## config.mk

```make
export PLATFORM = sky130hd
export DESIGN_NAME = hazard_control_unit
export DESIGN_NICKNAME = d
export VERILOG_FILES = /design/src/rtl/hazard_control_unit.sv
export SDC_FILE = /design/constraint.sdc
export NUM_CORES = 1
export LEC_CHECK = 0
export CORE_MARGIN = 10
export CORE_UTILIZATION = 48
export CTS_BUF_LIST = sky130_fd_sc_hd__clkbuf_16
export CTS_CLUSTER_DIAMETER = 30
export DETAILED_ROUTE_END_ITERATION = 7
export PLACE_DENSITY = 0.85
export SYNTH_ARGS = -nofsm -noshare
export SYNTH_HDL_FRONTEND = slang
export SYNTH_SLANG_ARGS = --single-unit
export TNS_END_PERCENT = 5
```

## constraint.sdc

```tcl
create_clock -name clk -period 4.3 [get_ports clk]
set_input_delay 0.43 -clock clk [delete_from_list [all_inputs] [get_ports clk]]
set_output_delay 0.43 -clock clk [all_outputs]
set_load 0.005 [all_outputs]
```

## src/rtl/hazard_control_unit.sv

```systemverilog
// Pipeline hazard controller: load-use stalls, memory-wait stalls, redirect flushes and
// operand-forward selection for a four-stage (F/D/E/W) pipeline.
module hazard_control_unit (
    input  logic        clk,
    input  logic        reset,
    input  logic [4:0]  A1_E,
    input  logic [4:0]  A2_E,
    input  logic        UseA_E,
    input  logic        UseB_E,
    input  logic [4:0]  A3_W,
    input  logic        RegWE_E_W,
    input  logic [4:0]  A4_W,
    input  logic        RegWE_W_W,
    input  logic        MemReqW,
    input  logic        MemReadyW,
    input  logic [1:0]  PCSrcE,
    output logic        StallF,
    output logic        StallD,
    output logic        StallE,
    output logic        StallW,
    output logic        FlushD,
    output logic        FlushE,
    output logic        FlushW,
    output logic [1:0]  fwdA_E,
    output logic [1:0]  fwdB_E,
    output logic        KillWE_E,
    output logic [15:0] StallCount
);

    typedef enum logic [1:0] {
        StRun     = 2'b00,
        StLdStall = 2'b01,
        StMemWait = 2'b10
    } state_e;

    localparam logic [1:0]  FwdRegFile = 2'b00;
    localparam logic [1:0]  FwdAluW    = 2'b01;
    localparam logic [1:0]  FwdLoadBuf = 2'b10;
    localparam logic [15:0] CountMax   = 16'hFFFF;

    state_e      state_q, state_d;
    logic        buf_v_q, buf_v_d;
    logic [4:0]  buf_rd_q, buf_rd_d;
    logic [15:0] stall_cnt_q, stall_cnt_d;

    logic mem_cond;
    logic load_use;
    logic redirect_req;
    logic stall_f, stall_d, stall_e, stall_w;
    logic flush_d, flush_e, flush_w;
    logic kill_we;
    logic [1:0] fwd_a, fwd_b;

    // Load-use hazard: x0 never matches.
    always_comb begin
        load_use = RegWE_W_W && (A4_W != 5'd0) &&
                   ((UseA_E && (A1_E == A4_W)) || (UseB_E && (A2_E == A4_W)));
        mem_cond     = MemReqW && !MemReadyW;
        redirect_req = (PCSrcE != 2'b00);
    end

    // Next state and raw (pre-reset-gating) control outputs.
    always_comb begin
        state_d = state_q;
        stall_f = 1'b0;
        stall_d = 1'b0;
        stall_e = 1'b0;
        stall_w = 1'b0;
        flush_d = 1'b0;
        flush_e = 1'b0;
        flush_w = 1'b0;
        kill_we = 1'b0;

        unique case (state_q)
            StRun: begin
                if (mem_cond) begin
                    state_d = StMemWait;
                    stall_f = 1'b1;
                    stall_d = 1'b1;
                    stall_e = 1'b1;
                    stall_w = 1'b1;
                    kill_we = 1'b1;
                end else if (load_use) begin
                    // Hold F/D/E, push a bubble into W; any redirect waits for E to move.
                    state_d = StLdStall;
                    stall_f = 1'b1;
                    stall_d = 1'b1;
                    stall_e = 1'b1;
                    flush_w = 1'b1;
                    kill_we = 1'b1;
                end else begin
                    flush_d = redirect_req;
                    flush_e = redirect_req;
                end
            end
            StLdStall: begin
                // The bubble now in W is not re-checked for a hazard.
                if (mem_cond) begin
                    state_d = StMemWait;
                    stall_f = 1'b1;
                    stall_d = 1'b1;
                    stall_e = 1'b1;
                    stall_w = 1'b1;
                    kill_we = 1'b1;
                end else begin
                    state_d = StRun;
                    flush_d = redirect_req;
                    flush_e = redirect_req;
                end
            end
            StMemWait: begin
                if (!MemReadyW) begin
                    stall_f = 1'b1;
                    stall_d = 1'b1;
                    stall_e = 1'b1;
                    stall_w = 1'b1;
                    kill_we = 1'b1;
                end else begin
                    state_d = StRun;
                    flush_d = redirect_req;
                    flush_e = redirect_req;
                end
            end
            default: begin
                state_d = StRun;
            end
        endcase
    end

    // Forwarding: ALU result in W wins over the load stall buffer.
    function automatic logic [1:0] fwd_sel(input logic [4:0] src);
        logic [1:0] sel;
        sel = FwdRegFile;
        if (RegWE_E_W && (A3_W != 5'd0) && (A3_W == src)) begin
            sel = FwdAluW;
        end else if (buf_v_q && (buf_rd_q != 5'd0) && (buf_rd_q == src)) begin
            sel = FwdLoadBuf;
        end
        return sel;
    endfunction

    always_comb begin
        fwd_a = fwd_sel(A1_E);
        fwd_b = fwd_sel(A2_E);
    end

    // Buffer captures the retiring load whenever W advances.
    always_comb begin
        buf_rd_d = buf_rd_q;
        buf_v_d  = 1'b0;
        if (!stall_w) begin
            buf_v_d  = RegWE_W_W && MemReadyW;
            buf_rd_d = A4_W;
        end
    end

    always_comb begin
        stall_cnt_d = stall_cnt_q;
        if (stall_f && (stall_cnt_q != CountMax)) begin
            stall_cnt_d = stall_cnt_q + 16'd1;
        end
    end

    always_ff @(posedge clk or negedge reset) begin
        if (!reset) begin
            state_q     <= StRun;
            buf_v_q     <= 1'b0;
            buf_rd_q    <= 5'd0;
            stall_cnt_q <= 16'd0;
        end else begin
            state_q     <= state_d;
            buf_v_q     <= buf_v_d;
            buf_rd_q    <= buf_rd_d;
            stall_cnt_q <= stall_cnt_d;
        end
    end

    // Outputs are forced quiet while reset is held, whatever the inputs do.
    always_comb begin
        StallF     = reset && stall_f;
        StallD     = reset && stall_d;
        StallE     = reset && stall_e;
        StallW     = reset && stall_w;
        FlushD     = reset && flush_d;
        FlushE     = reset && flush_e;
        FlushW     = reset && flush_w;
        KillWE_E   = reset && kill_we;
        fwdA_E     = reset ? fwd_a : FwdRegFile;
        fwdB_E     = reset ? fwd_b : FwdRegFile;
        StallCount = stall_cnt_q;
    end

endmodule

```

### Word level (Yosys, flattened, before mapping)

Index checks and enable logic that the tools add are counted.

* register bits after elaboration: 24
* input port bits: 30
* output and inout bits: 28
* logic and storage cells: 67

* add/sub/neg operators: 1
* eq/ne operators: 11
* multiplexer cells: 25
* reduce and logical (&&, ||, !) cells: 26

Operators with widths (count)
* 5-bit == test: 6
* 2-bit 2-to-1 mux: 10
* 1-bit logical AND: 17
* 16-bit by 1-bit adder with 16-bit output, second input constant: 1
* 16-bit != test, second input constant: 1
* 5-bit nonzero test: 3
* 1-bit 2-to-1 mux: 11
* 1-bit case mux with 3 select lines: 2
* 2-bit case mux with 3 select lines: 1
* 3-bit != test, second input constant: 1
* 2-bit by 1-bit == test with 1-bit output, second input constant: 1
* 2-bit == test, second input constant: 1
* 2-bit logical NOT: 1
* 2-bit != test, second input constant: 1
* 1-bit case mux with 2 select lines: 1
* 2-bit AND reduction: 1
* 2-bit nonzero test: 1
* 2-bit OR reduction: 1
* 1-bit logical NOT: 1
* 1-bit logical OR: 1

### Longest topological paths before layout

* depth in word-level cells: 8
* depth in mapped cells: 8
* gate-level depth less buffers: 7

### Worst setup path before layout

No wires, ideal clock.

* kind: input -> output
* from: in A4_W[1]
* to: out StallD
* arrival time: 1658 ps
* required time: 3870 ps
* path slack: 2212 ps
* stages: 5
* buffers on the path: 1
* path through: or4_1 > o2111ai_1 > nor2_1 > o21a_1 > buf_4

* word-level cells in the longest chain between the ends: 8
* elaborated cells on any way between the ends: 12
* those cells by class: eq/ne: 2; mux: 3; reduce/logical: 7

Ends and longest elaborated chain
* start, declared: RTL line 12 `input logic [4:0] A4_W,`
* 5-bit == test: RTL line 57 `((UseA_E && (A1_E == A4_W)) || (UseB_E && (A2_E == A4_W)));`
* 1-bit logical AND: RTL line 57
* 1-bit logical OR: RTL line 57
* 1-bit logical AND (*): RTL line 56 `load_use = RegWE_W_W && (A4_W != 5'd0) &&`
* 1-bit 2-to-1 mux (*) (2 in a row)
* 1-bit case mux with 3 select lines (*)
* 1-bit logical AND (*)
* end, declared: RTL line 18 `output logic StallD,`

Every way passes the cells marked *; elsewhere a longest branch is shown, timed or not.

### Worst setup path after layout

* from: in A1_E[4]
* to: out FlushW

* word-level cells in the longest chain between the ends: 8

Ends and longest elaborated chain
* start, declared: RTL line 6 `input logic [4:0] A1_E,`
* 5-bit == test: RTL line 57
* 1-bit logical AND: RTL line 57
* 1-bit logical OR: RTL line 57
* 1-bit logical AND: RTL line 56
* 1-bit 2-to-1 mux: RTL line 83 `end else if (load_use) begin`
* 1-bit 2-to-1 mux: RTL line 76 `if (mem_cond) begin`
* 1-bit 2-to-1 mux: RTL line 74 `unique case (state_q)`
* 1-bit logical AND: RTL line 186 `FlushW = reset && flush_w;`
* end, declared: RTL line 23 `output logic FlushW,`

No other way between the ends.

==> flow_metrics.py <==
metrics = {
    "min_path": {
        "min_to": "StallCount[14]$_DFFE_PN0P_",
        "min_from": "StallCount[14]$_DFFE_PN0P_",
        "hp-class": "flip-flop to flip-flop",
        "whs_path_depth": 1,
    },
    "setup_path": {
        "path_class": "input pin to output port",
        "crit_slowest_cell": "clkdlybuf4s50_1",
        "slowest_delay_ps": 570,
        "crit_top_cell": "clkdlybuf4s50_1",
        "worst_setup_path_start_kind": "input pin",
        "reg2reg_from": "StallCount[0]$_DFFE_PN0P_",
        "endpoint_kind": "output port",
        "worstPathCellList": "clkdlybuf4s50_1 > xnor2_1 > nand4_1 > o22ai_1 > o2111ai_1 > nor3_1 > and2_1 > clkdlybuf4s50_1",
        "r2r-end": "StallCount[1]$_DFFE_PN0P_",
        "critPathMaxFanout": 4,
        "required_ps": 3870,
        "reg2reg_slack_ps": 2080,
        "reg2regPathDepth": 6,
        "worstPathArrival_ps": 2800,
    },
    "yosys": {
        "synth_flop_cell": "dfrtp_1",
        "synth_seq_cells": 24,
        "async_reset_ff_share_pct": 100,
        "synth_nets": 191,
        "synth_top_area_share_pct": 37.6,
        "yosys.area.top_type": "dfrtp_1",
        "synth_cell_type_count": 38,
        "synth_edf_count": 0,
        "seq_area_frac_synth_pct": 37.6,
        "syn_inst": 160,
        "yosysWarnings": 0,
        "syn_avg_cell_area_um2": 9.98,
        "syn_area_mm2": 0.00160,
        "ys_top_cells_by_area": "dfrtp_1, xor2_1, xnor2_1",
    },
    "drt": {
        "avgRoutedWirePerCell_um": 16.9,
        "avgViaCountPerCell": 5.26,
        "vias": 1367,
        "drc": 0,
        "drt-total-wl_um": 4390,
        "drt_iter0_drc": 47,
        "antenna_left": 0,
        "firstDrtPassIters": 6,
    },
    "sta": {
        "hold_violations": 0,
        "tns_ps": 0,
        "setup_viol": 0,
        "slew_violations": 0,
        "period_minus_slack_ps": 3230,
        "fin_skew_ps": 4.14,
        "tightest_slew_ps": 489,
        "clock.fmax_mhz": 310,
        "slew_headroom_pct": 67.4,
        "rsz0062_at_grt": "false",
        "layout_worst_path_cycle_share_pct": 75.0,
    },
    "layout": {
        "design_area_mm2": 0.00226,
        "num_antenna_cells": 0,
        "syn2layout_area_growth_pct": 41.7,
        "layout-drive-gt1-share_pct": 5.09,
        "num-nets-final": 248,
        "utilization_pct": 72.3,
    },
    "pwr": {
        "power_density_mw_per_mm2": 325,
        "p_leak_nw": 0.932,
        "ir_worst_vdd_mv": 0.317,
    },
    "floorplanning": {
        "die_h_um": 77.7,
        "core_area_mm2": 0.00313,
        "die_w_um": 77.7,
        "die_area_mm2": 0.00603,
        "io_pins": 58,
        "rows": 20,
        "initial_core_util_pct": 51.0,
    },
    "place": {
        "hpwl_um": 3510,
        "gp_congestion": 0.906,
        "numPortBuffers": 57,
        "placed_area_mm2": 0.00218,
    },
    "grt": {
        "antenna_found_initial": 0,
        "grt_pass1_wl_um": 7290,
        "track_usage_pct": 14.3,
        "grt_pass1_vias": 1447,
        "grt_overflow": 0,
        "grt_start_max_net_pins": 31,
    },
    "clocking": {
        "root_buffer": "clkbuf_16",
        "cts_tree": "yes",
        "postCtsSetupBuffers": 0,
        "cts.sink_count": 24,
        "cts_buffer_depth": 2,
        "clk_latency_ps": 260,
        "numCtsBuffers": 3,
        "ctsResizeCount": 0,
        "cts.htree.levels": 1,
        "hold_buffers": 0,
        "clk_pin_slew_ps": 60,
    },
    "status": {
        "status": "completed",
    },
    "flow_run": {
        "max_cap_violations": 0,
    },
}
-- placed cells by master (no fill, tap or decap) --
master / instances
o211ai_1: 1
nor2_1: 9
nor4_4: 1
and3_1: 1
a22oi_4: 1
nor4_1: 9
a32oi_1: 1
nor3b_1: 1
and2_1: 5
a21oi_1: 1
clkbuf_16: 3
o22ai_1: 1
o21a_1: 1
nor4_2: 1
inv_1: 6
ha_1: 1
nor3_1: 3
o2111ai_1: 1
nand2b_1: 1
clkinv_1: 1
mux2_1: 6
o21ai_1: 2
clkdlybuf4s50_1: 57
dfrtp_1: 24
nand4_1: 2
or3_1: 1
o21ai_0: 2
mux2i_1: 2
xor2_1: 24
or4_1: 5
nand3_1: 7
nor2_2: 1
or2_2: 1
nor2b_1: 1
buf_4: 1
xnor2_1: 20
nand2_1: 8
a31oi_1: 1
nand3_2: 2
-- critical path, delay by kind of cell --
kind	cells	cell delay, ps
XOR/XNOR	1	150
AND/OR/NAND/NOR	3	540
buffers and inverters	2	1070
AO/OA/AOI/OAI	2	590
-- state kept, by name, summed over array words and instances, names as in the netlist --
name	cells
StallCount	16
buf_rd_q	5
buf_v_q	1
state_q	2
-- layer usage --
metal	part of all wire, %	vias to the layer above	global-route usage [%]
li1	-	664	-
met4	0	0	2.01
met2	51	41	25.0
met3	5.2	0	3.92
met5	0	-	0
met1	44	662	17.3
-- where the power goes --
part	switching, W	total [W]	internal (W)
registers	0.0000470	0.000309	0.000262
clock network	0.0000769	0.000201	0.000124
logic	0.0000934	0.000226	0.000133
-- cell families (layout without fill, tap and decap cells) --
kind of cell | Yosys count | after routing | share of synthesized area, %
xor gates and xnor gates | 44 | 44 | 24.1
muxes | 8 | 8 | 5.49
and+or+nand+nor | 59 | 59 | 21.9
buffers and inverters | 12 | 68 | 4.31
AOI/OAI and AO/OA | 12 | 12 | 5.72
adders and majority gates | 1 | 1 | 0.784
DFF | 24 | 24 | 37.6
-- cell usage after synthesis (all sizes together) (3+ instances only) --
cell   count
inv        6
or4        5
nor3       3
dfrtp     24
mux2       6
nor2      10
xnor2     20
xor2      24
nor4      11
o21ai      4
nand3      9
nand2      8
and2       5
buf        6
-- worst max path at each step --
stage	startpoint	end	slack [ps]	cells after the start
floorplan	A4_W[1]	StallD	2210	5
global placement	A4_W[4]	FlushW	1130	8
detailed placement	A1_E[4]	FlushW	1070	8
CTS	A1_E[4]	FlushW	1060	8
global route	A1_E[4]	FlushW	900	8
finish	A1_E[4]	FlushW	1070	8
-- final cells by class --
| class | count | area [um2] |
|---|---|---|
| Timing Repair Buffer | 58 | 578 |
| Inverter | 6 | 22.5 |
| Fill cell | 237 | 866 |
| Multi-Input combinational cell | 124 | 927 |
| Tap cell | 44 | 55.1 |
| Clock inverter | 1 | 3.75 |
| Sequential cell | 24 | 601 |
| Clock buffer | 3 | 75.1 |
-- metrics by stage --
step	setup slack (ps)	hold slack (ps)	std cells	power [W]
finish	1070	498	260	0.000736
global route	897	518	260	0.000782
CTS	1060	500	260	0.000745
detailed placement	1070	488	256	0.000541
global placement	1130	480	256	0.000533
floorplan	2210	134	160	0.000408
Power figures use the tool's default switching activity.
